## src/rtl/mem_uart_send_sequencer.sv

```systemverilog
// mem_uart_send_sequencer: streams a character block from ROM or RAM into the UART TX FIFO,
// ending on length, terminator or abort and holding off while the FIFO is full.
module mem_uart_send_sequencer #(
   parameter int ADDR_BITS = 7,
   parameter int DATA_BITS = 7,
   parameter int MEM_LATENCY = 1,
   parameter logic [DATA_BITS-1:0] TERMINATOR = '0
) (
   input  logic                 clock,
   input  logic                 reset,
   input  logic                 start,
   input  logic                 abort,
   input  logic                 source_sel,
   input  logic [ADDR_BITS-1:0] start_addr,
   input  logic [ADDR_BITS:0]   length,
   input  logic                 tx_full,
   input  logic [DATA_BITS-1:0] mem_data,
   output logic [ADDR_BITS-1:0] mem_addr,
   output logic                 mem_sel,
   output logic [7:0]           tx_data,
   output logic                 write_to_uart,
   output logic                 busy,
   output logic                 done,
   output logic                 aborted,
   output logic [ADDR_BITS:0]   char_count
);
   typedef enum logic [2:0] {IDLE, WAIT, PUSH, ADVANCE, DONE} state_t;
   localparam logic [1:0] LAT = 2'(MEM_LATENCY);
   state_t state, next_state;
   logic [ADDR_BITS:0] len_q, len_d, char_count_d;
   logic [ADDR_BITS-1:0] mem_addr_d;
   logic [1:0] lat, lat_d;
   logic [7:0] tx_data_d;
   logic mem_sel_d, write_d, busy_d, done_d, aborted_d;
   logic accept, load, expire, last, term;
   assign accept = state == IDLE && start && !abort;
   assign load = accept && length != '0;
   assign expire = state == WAIT && lat == 2'd1;
   assign last = char_count + 1'b1 == len_q;
   assign term = mem_data == TERMINATOR;
   always_ff @(posedge clock or negedge reset) begin
      if (!reset) begin
         state <= IDLE;
         len_q <= '0;
         lat <= '0;
         mem_addr <= '0;
         mem_sel <= 1'b0;
         tx_data <= '0;
         write_to_uart <= 1'b0;
         busy <= 1'b0;
         done <= 1'b0;
         aborted <= 1'b0;
         char_count <= '0;
      end else begin
         state <= next_state;
         len_q <= len_d;
         lat <= lat_d;
         mem_addr <= mem_addr_d;
         mem_sel <= mem_sel_d;
         tx_data <= tx_data_d;
         write_to_uart <= write_d;
         busy <= busy_d;
         done <= done_d;
         aborted <= aborted_d;
         char_count <= char_count_d;
      end
   end
   // abort takes priority over a data capture landing on the same edge
   always_comb begin
      next_state = state;
      case (state)
         IDLE:    next_state = accept ? (length == '0 ? DONE : WAIT) : IDLE;
         WAIT:    next_state = abort ? DONE : expire ? (term ? DONE : PUSH) : WAIT;
         PUSH:    next_state = abort ? DONE : tx_full ? PUSH : ADVANCE;
         ADVANCE: next_state = (abort || last) ? DONE : WAIT;
         DONE:    next_state = IDLE;
         default: next_state = IDLE;
      endcase
   end
   always_comb begin
      len_d = load ? length : len_q;
      mem_sel_d = load ? source_sel : mem_sel;
      mem_addr_d = load ? start_addr
                 : (state == ADVANCE && next_state == WAIT) ? mem_addr + 1'b1 : mem_addr;
      lat_d = (state != WAIT && next_state == WAIT) ? LAT : state == WAIT ? lat - 2'd1 : lat;
      tx_data_d = (expire && !abort && !term) ? 8'(mem_data) : tx_data;
      write_d = state == PUSH && !abort && !tx_full;
      char_count_d = accept ? '0 : state == ADVANCE ? char_count + 1'b1 : char_count;
      busy_d = accept ? 1'b1 : state == DONE ? 1'b0 : busy;
      done_d = state == DONE;
      aborted_d = accept ? 1'b0
                : (abort && (state == WAIT || state == PUSH || state == ADVANCE)) ? 1'b1 : aborted;
   end
endmodule
```

## config.mk

```make
export PLATFORM = sky130hd
export DESIGN_NAME = mem_uart_send_sequencer
export DESIGN_NICKNAME = d
export VERILOG_FILES = /design/src/rtl/mem_uart_send_sequencer.sv
export SDC_FILE = /design/constraint.sdc
export NUM_CORES = 1
export LEC_CHECK = 0
export CORE_UTILIZATION = 23
export CTS_CLUSTER_SIZE = 40
export DETAILED_ROUTE_END_ITERATION = 7
export GPL_TIMING_DRIVEN = 0
export PLACE_DENSITY = 0.51
export SETUP_SLACK_MARGIN = 0.3
export SKIP_CTS_REPAIR_TIMING = 1
export SKIP_LAST_GASP = 1
export SLEW_MARGIN = 20
export SYNTH_ARGS = -nofsm -noshare
export SYNTH_HDL_FRONTEND = slang
export SYNTH_SLANG_ARGS = --single-unit
export TNS_END_PERCENT = 1
```

## constraint.sdc

```tcl
create_clock -name clock -period 3.1 [get_ports clock]
set_input_delay 0.775 -clock clock [delete_from_list [all_inputs] [get_ports clock]]
set_output_delay 0.775 -clock clock [all_outputs]
set_load 0.05 [all_outputs]
```

# Yosys cells after proc, flatten, opt, wreduce, memory -nomap -nowiden
# Index checks and enable logic that the tools add are counted.
[word_totals]
wordCells = 67
input_bits = 28
regBits = 40
ram_bits = 0
latch_bits = 0
mem_bits_ro = 0
output_inout_bits = 28
mem_count = 0
[op_classes]
n_shift = 0
multipliers = 0
bitwise = 0
reduce_logical = 26
n_addsub = 3
n_div = 0
n_mux = 19
n_lt_le_gt_ge = 0
n_eq_ne = 8
[op_table]
columns = ["operator", "n"]
rows = [
  ["$mux 3", 7],
  ["$mux 8", 2],
  ["$mux 7", 2],
  ["$pmux 3 s4", 1],
  ["$logic_and 1x1->1", 11],
  ["$reduce_bool 2->1", 5],
  ["$add 8x1->8 const B", 1],
  ["$eq 8x8->1", 1],
  ["$logic_not 8->1", 1],
  ["$reduce_bool 8->1", 1],
  ["$add 7x1->7 const B", 1],
  ["$logic_not 7->1", 1],
  ["$eq 3x1->1 const B", 2],
  ["$eq 3x2->1 const B", 2],
  ["$mux 1", 5],
  ["$mux 2", 2],
  ["$eq 3x3->1 const B", 1],
  ["$logic_not 1->1", 3],
  ["$logic_not 3->1", 1],
  ["$logic_or 1x1->1", 3],
  ["$ne 3x1->1 const B", 1],
  ["$eq 2x1->1 const B", 1],
  ["$sub 2x1->2 const B", 1],
]

# Depth between registers and ports, before layout
# Gate-level depths: netlist of the first run.
[logic_depth]
ltp_word = 9
depth_mapped = 9
ltp_nobuf = 8

# Least setup slack after synthesis of the first run
# Ideal clock, no wire load.
[synth_timing]
path_type = "register to register"
from = "reg char_count[0]"
to = "reg mem_addr[2]"
required_time_ps = 2978
stages_incl_launch_ff = 8
setup_ps = 122
slack_ps = 538
synth_period_minus_slack_ps = 2562
arrival_time_ps = 2440
n_path_buf = 1
path_cell_list = "dfrtp_1 -> ha_1 -> o311a_1 -> or4_4 -> o211ai_4 -> buf_6 -> mux2i_1 -> nor2_1"
[synth_between]
elab_chain_cells = 8
[synth_rtl]
columns = ["element", "line_no", "text"]
rows = [
  ["start: declaration", "25", "output logic [ADDR_BITS:0] char_count"],
  ["start signal: assignment", "65", "char_count <= char_count_d;"],
  ["$add 8x1->8", "39", "assign last = char_count + 1'b1 == len_q;"],
  ["$eq 8x8->1", "39", ""],
  ["$logic_or 1x1->1", "75", "ADVANCE: next_state = (abort || last) ? DONE : WAIT;"],
  ["$mux 3", "75", ""],
  ["$pmux 3 s4", "71", "case (state)"],
  ["$eq 3x1->1", "84", ": (state == ADVANCE && next_state == WAIT) ? mem_addr + 1'b1 : mem_addr;"],
  ["$logic_and 1x1->1", "84", ""],
  ["$reduce_bool 2->1 (no source line)", "n/a", ""],
  ["end signal: assignment", "58", "mem_addr <= mem_addr_d;"],
  ["end: declaration", "18", "output logic [ADDR_BITS-1:0] mem_addr,"],
]
# Every way passes these cells.
# A chain may end at the register's enable or synchronous reset.

# Final worst setup path of the first run
[layout_timing]
from = "in length[1]"
to = "reg mem_addr[2]"
[layout_between]
elab_chain_cells = 7
word_cells_on_any_way = 10
classes_between = "1 x eq/ne; 4 x mux; 5 x reduce/logical"
[layout_rtl]
columns = ["element", "line_no", "text"]
rows = [
  ["start: declaration", "15", "input logic [ADDR_BITS:0] length,"],
  ["$logic_not 8->1", "72", "IDLE: next_state = accept ? (length == '0 ? DONE : WAIT) : IDLE;"],
  ["$mux 3 (2 in a row)", "72", ""],
  ["$pmux 3 s4", "71", ""],
  ["$eq 3x1->1", "84", ""],
  ["$logic_and 1x1->1", "84", ""],
  ["$reduce_bool 2->1 (no source line)", "n/a", ""],
]
# Parallel ways exist; a longest one is shown, timed or not.

==> flow_summary_export.csv, run 1 <==
group,metric,value,unit
status,run_status,"completed",
synthesis,syn_area_per_cell,9.17,um^2
critical_path,cp_max_fo,7,
synthesis,synth_edf_count,0,
critical_path,r2r_cells,7,
drt,routedWlPerCell,13.2,um
die,boundaryPins,56,
global_routing,grt_pass1_wl,9670,um
synthesis,netlist_area,2240,um^2
synthesis,synth_nets,275,
critical_path,start_kind,"input pin",
critical_path,crit_arrival,2.92,ns
global_routing,antenna_found_initial,0,
synthesis,synth.area.top_cells,"dfrtp_1 45%, nand2_1 7.0%, nor2_1 5.0%",
layout,final_cells,437,
synthesis,synth_commonest_cells,"42 x nand2_1, 40 x dfrtp_1, 30 x nor2_1",
power,pwr-share-comb,53.0,%
drt,vias_per_cell,4.58,
clock_tree,cts_tree,"built",
placement,hpwlAfterDp,4340,um
power,power.density,906,nW/um^2
placement,postPlaceCellArea,2950,um^2
synthesis,synth_top_cell_by_area,"dfrtp_1",
die,die_h,101,um
drt,drc,0,
power,seqPwrFrac,31.6,%
timing,tightest_slew,0.630,ns
timing,worst_slew_margin_rel,57.7,%
timing,finalCriticalPeriod,2.74,ns
layout,fill_cells,984,
layout,drive_above_1_share,14.9,%
power,switching_share,45.2,%
critical_path,crit_required,3.28,ns
die,start_util,24.0,%
layout,post-route-util,33.2,%
drt,wl,5760,um
synthesis,ys_ff_latch,40,
synthesis,yosysWarnings,0,
job,maxCapViolCount,0,
layout,antennaDiodeCount,0,
synthesis,ys_types,53,
layout,final_area,3100,um^2
timing,clock.fmax,0.365,GHz
global_routing,grt_overflow,0,
clock_tree,htree_levels,2,
clock_tree,path_clk_slew,0.08,ns
synthesis,ys_async_sr_fraction,100,%
critical_path,crit_path_end_kind,"flop",
critical_path,path_buf_inv,2,
drt,num_vias,2001,
global_routing,first_global_vias,1985,
clock_tree,cts_sinks,40,
timing,rsz0062_at_grt,"true",
die,fp.dieW,101,um
synthesis,synth_cells,244,
drt,first_iter_violations,75,
placement,portBuffers,54,
clock_tree,clockBufferDepth,2,
timing,slew_violations,0,
power,p_clk_share,15.4,%
critical_path,critical_path_class,"in -> reg",
layout,final_nets,338,
clock_tree,clk_latency,0.29,ns
placement,gp_congestion,0.752,
die,rows,35,
die,dieArea,10100,um^2
timing,skew,0.00661,ns
synthesis,ys.flop_type,"dfrtp_1",
drt,antenna_left,0,
critical_path,cp_slowest_stage_delay,0.57,ns
die,core_region_area,9330,um^2
critical_path,worstPathCellList,"clkdlybuf4s50_1, or4_4, nor2_4, nor2_2, a211o_2, o211ai_4, buf_6, mux2i_1, nor2_1",
timing,hold_viol_final,0,
synthesis,yosys.cell_count.top_type,"nand2_1",
power,peakVddDrop,0.250,mV
placement,post-place-ws,-0.165,ns
drt,first_pass_iters,4,
timing,worst_slack,0.360,ns
hold_path,hp-class,"in -> async",
critical_path,crit_family,"simple AND/OR/NAND/NOR gates",
synthesis,synth_top_area_share,44.7,%
timing,setup_viol,0,
global_routing,grt_max_degree,29,
timing,min_period_over_period,88.4,%
power,p_sw,1.27,mW
power,p_int,1.54,mW
critical_path,crit_path_top_delay_cell,"or4_4",
synthesis,seq_area_frac_synth,44.7,%
clock_tree,cts_made_buffers,5,
global_routing,grt_usage,12.0,%
clock_tree,ctsRootBufferMaster,"clkbuf_8",
critical_path,cp.depth,9,
placement,placedCellCount,428,
power,leakage,1.29,nW
layout,area_growth,38.4,%
-- worst paths after layout --
path / start / end / slack [ns]
max in group asynchronous: reset / char_count[7] / 2.27
min in group clock: lat[0] / lat[0] / 0.49
max: length[1] / mem_addr[2] / 0.36
min reg2reg: lat[0] / lat[0] / 0.49
max reg2reg: char_count[0] / mem_addr[2] / 0.62
min: reset / done / 0.37
-- power groups by stage --
| stage | Combinational [mW] | Sequential [mW] | Clock (mW) |
|---|---|---|---|
| 2_1_floorplan | 0.638 | 1.28 | 0 |
| 3_3_place_gp | 1.46 | 0.894 | 0 |
| 3_5_place_dp | 1.48 | 0.898 | 0 |
| 4_1_cts | 1.48 | 0.891 | 0.452 |
| 5_1_grt | 1.61 | 0.919 | 0.469 |
| 6_report | 1.49 | 0.886 | 0.433 |
-- per-layer routing --
metal,up-vias,global-route usage [%],share of wire [%]
li1,981,-,-
met1,958,16.2,48
met2,55,19.5,46
met3,7,2.36,4.5
met4,0,3.34,1.1
met5,-,0,0
-- flip-flops by register name (all words and copies together) (netlist names), 2 cells and up --
signal,count
len_q,8
state,3
mem_addr,7
lat,2
tx_data,7
char_count,8
-- per-stage QoR --
stage                     TNS, ns  power (mW)  hold slack [ns]
after floorplan                 0        1.92            0.451
after global placement     -0.430        2.36            0.467
after detailed placement   -0.427        2.38            0.482
after CTS                       0        2.83            0.368
after global routing            0        3.00            0.375
final                           0        2.80            0.365
-- worst reg2reg max path: stages (launching register included) --
cell,delay [ns]
dfrtp_1,0.47
ha_1,0.32
o311a_1,0.39
or4_4,0.56
o211ai_4,0.23
buf_6,0.16
mux2i_1,0.18
nor2_1,0.06
-- layout make-up --
cell class / count / area, um^2 / area share, %
inverter: 3 / 11.3 / 0.364
multi-input combinational: 189 / 1170 / 37.8
sequential: 40 / 1000 / 32.3
tap: 129 / 161 / 5.21
clock inverter: 3 / 42.5 / 1.37
timing repair buffer: 56 / 563 / 18.2
buffer: 12 / 77.6 / 2.51
clock buffer: 5 / 68.8 / 2.22
-- cells in the final DEF, fill, tap and decap left out, types with 4 or more instances in the layout --
cell,n
nand4_1,4
a21oi_1,10
xor2_1,4
xnor2_1,6
nor2_1,28
dfrtp_1,40
clkbuf_1,5
o21ai_0,18
nand2_1,42
mux2_2,7
nand3_1,8
and3_1,4
clkbuf_8,5
clkdlybuf4s50_1,53
-- cell families after synthesis --
group	synth area share (%)
and+or+nand+nor	26.5
AOI/OAI and AO/OA	13.9
xor gates and xnor gates	4.64
buffers and inverters	3.97
other	0.168
muxes	4.42
DFF	44.7
adders and majority gates	1.68
(Power assumes the default switching activity.)
==> run 2: changes to the inputs <==
--- a/config.mk
+++ b/config.mk
@@ -9,6 +9,7 @@
 export CTS_CLUSTER_SIZE = 40
 export DETAILED_ROUTE_END_ITERATION = 7
 export GPL_TIMING_DRIVEN = 0
+export MAX_ROUTING_LAYER = met4
 export PLACE_DENSITY = 0.51
 export SETUP_SLACK_MARGIN = 0.3
 export SKIP_CTS_REPAIR_TIMING = 1
==> run 2 against run 1 <==
Against the previous run: highest routed layer unchanged; sequential cell count stayed put; clock skew shrank 0.0012 ns; cell count did not move; critical endpoint unchanged; core utilization did not move.
==> flow_summary_export.csv, run 2 (same netlist as run 1, synthesis figures left out) <==
group,metric,value,unit
power,peakVddDrop,0.251,mV
critical_path,critical_path_class,"in -> reg",
timing,holdWs,0.368,ns
drt,first_iter_violations,80,
critical_path,crit_arrival,2.93,ns
clock_tree,cts_sinks,40,
critical_path,cp_slowest_stage_delay,0.57,ns
layout,final_nets,338,
drt,vias_per_cell,4.57,
critical_path,crit_path_end_kind,"flop",
die,die_h,101,um
clock_tree,cts_made_buffers,5,
drt,num_vias,1999,
placement,portBuffers,54,
job,maxCapViolCount,0,
drt,wl,5750,um
drt,first_pass_iters,4,
layout,top_regs,"char_count (8), len_q (8)",
power,power,2.81,mW
critical_path,cp_max_fo,7,
layout,area_growth,38.4,%
critical_path,r2r-start,"char_count[0]",
global_routing,antenna_found_initial,0,
layout,final_common_cell,"clkdlybuf4s50_1",
layout,drive_above_1_share,14.9,%
critical_path,crit_family,"simple AND/OR/NAND/NOR gates",
hold_path,hp-class,"in -> async",
die,boundaryPins,56,
timing,min_period_over_period,88.4,%
power,leakage,1.29,nW
die,rows,35,
timing,clock.fmax,0.365,GHz
timing,hold_viol_final,0,
global_routing,grt_pass1_wl,9670,um
global_routing,first_global_vias,1983,
placement,gp_congestion,0.762,
global_routing,grt_max_degree,29,
critical_path,rrSetupSlack,0.62,ns
layout,antennaDiodeCount,0,
timing,tightest_slew,0.634,ns
critical_path,crit_start,"length[1]",
drt,antenna_left,0,
die,fp.dieW,101,um
timing,skew,0.00541,ns
timing,finalCriticalPeriod,2.74,ns
clock_tree,clk_latency,0.29,ns
layout,layout_common_cells,"53 x clkdlybuf4s50_1, 42 x nand2_1, 40 x dfrtp_1",
clock_tree,htree_levels,2,
critical_path,path_buf_inv,2,
timing,rsz0062_at_grt,"true",
timing,finalSetupTns,0,ns
placement,hpwlAfterDp,4340,um
global_routing,grt_usage,12.3,%
critical_path,start_kind,"input pin",
power,power.density,906,nW/um^2
clock_tree,ctsRootBufferMaster,"clkbuf_8",
die,start_util,24.0,%
die,core_region_area,9330,um^2
status,run_status,"completed",
clock_tree,cts_tree,"built",
critical_path,worstPathCellList,"clkdlybuf4s50_1, or4_4, nor2_4, nor2_2, a211o_2, o211ai_4, buf_6, mux2i_1, nor2_1",
clock_tree,path_clk_slew,0.08,ns
die,dieArea,10100,um^2
critical_path,crit_path_top_delay_cell,"or4_4",
timing,setup_viol,0,
clock_tree,clockBufferDepth,2,
timing,worst_slew_margin_rel,57.4,%
global_routing,grt_overflow,0,
drt,drc,0,
critical_path,crit_required,3.29,ns
drt,routedWlPerCell,13.2,um
timing,slew_violations,0,
-- run 2: through the flow --
step	setup slack [ns]	std cells	utilization [%]	instance area, um^2
after global routing	0.267	437	33.2	3100
after detailed placement	-0.165	428	31.7	2950
after floorplan	0.538	244	-	2240
after CTS	0.153	436	32.9	3070
after global placement	-0.171	427	31.5	2940
final	0.358	437	33.2	3100
-- run 2: worst reg2reg max path: cells and delay by family, from the launching register on --
kind / cells / cell delay, ns
AO/OA/AOI/OAI: 2 / 0.62
adder cells (fa/ha/maj): 1 / 0.32
buffers and inverters: 1 / 0.16
flip-flops: 1 / 0.48
multiplexers: 1 / 0.18
AND/OR/NAND/NOR: 2 / 0.62
-- run 2: report_power, final --
part | internal, mW | switching (mW)
registers | 0.717 | 0.169
logic | 0.583 | 0.904
clock network | 0.238 | 0.193
total | 1.54 | 1.27
-- run 2: layer usage --
layer / wire length, um / global-route usage [%] / up-vias
met5: 0 / - / -
met3: 234 / 2.36 / 7
met1: 2810 / 16.2 / 967
met2: 2650 / 19.5 / 44
li1: - / - / 981
met4: 61 / 3.34 / 0
-- run 2: layout make-up --
| cell class | instances | area [um^2] |
|---|---|---|
| Buffer | 12 | 77.6 |
| Tap cell | 129 | 161 |
| Inverter | 3 | 11.3 |
| Clock inverter | 3 | 42.5 |
| Timing Repair Buffer | 56 | 563 |
| Multi-Input combinational cell | 189 | 1170 |
| Clock buffer | 5 | 68.8 |
| Sequential cell | 40 | 1000 |
| Fill cell | 984 | 6230 |
-- run 2: path summary, 6_finish.rpt --
kind | endpoint | depth (start not counted)
hold / removal | write_to_uart | 1
setup reg to reg | mem_addr[2] | 7
max in group asynchronous | char_count[7] | 2
setup / recovery | mem_addr[2] | 9
hold reg to reg | lat[0] | 1
min in group clock | lat[0] | 1
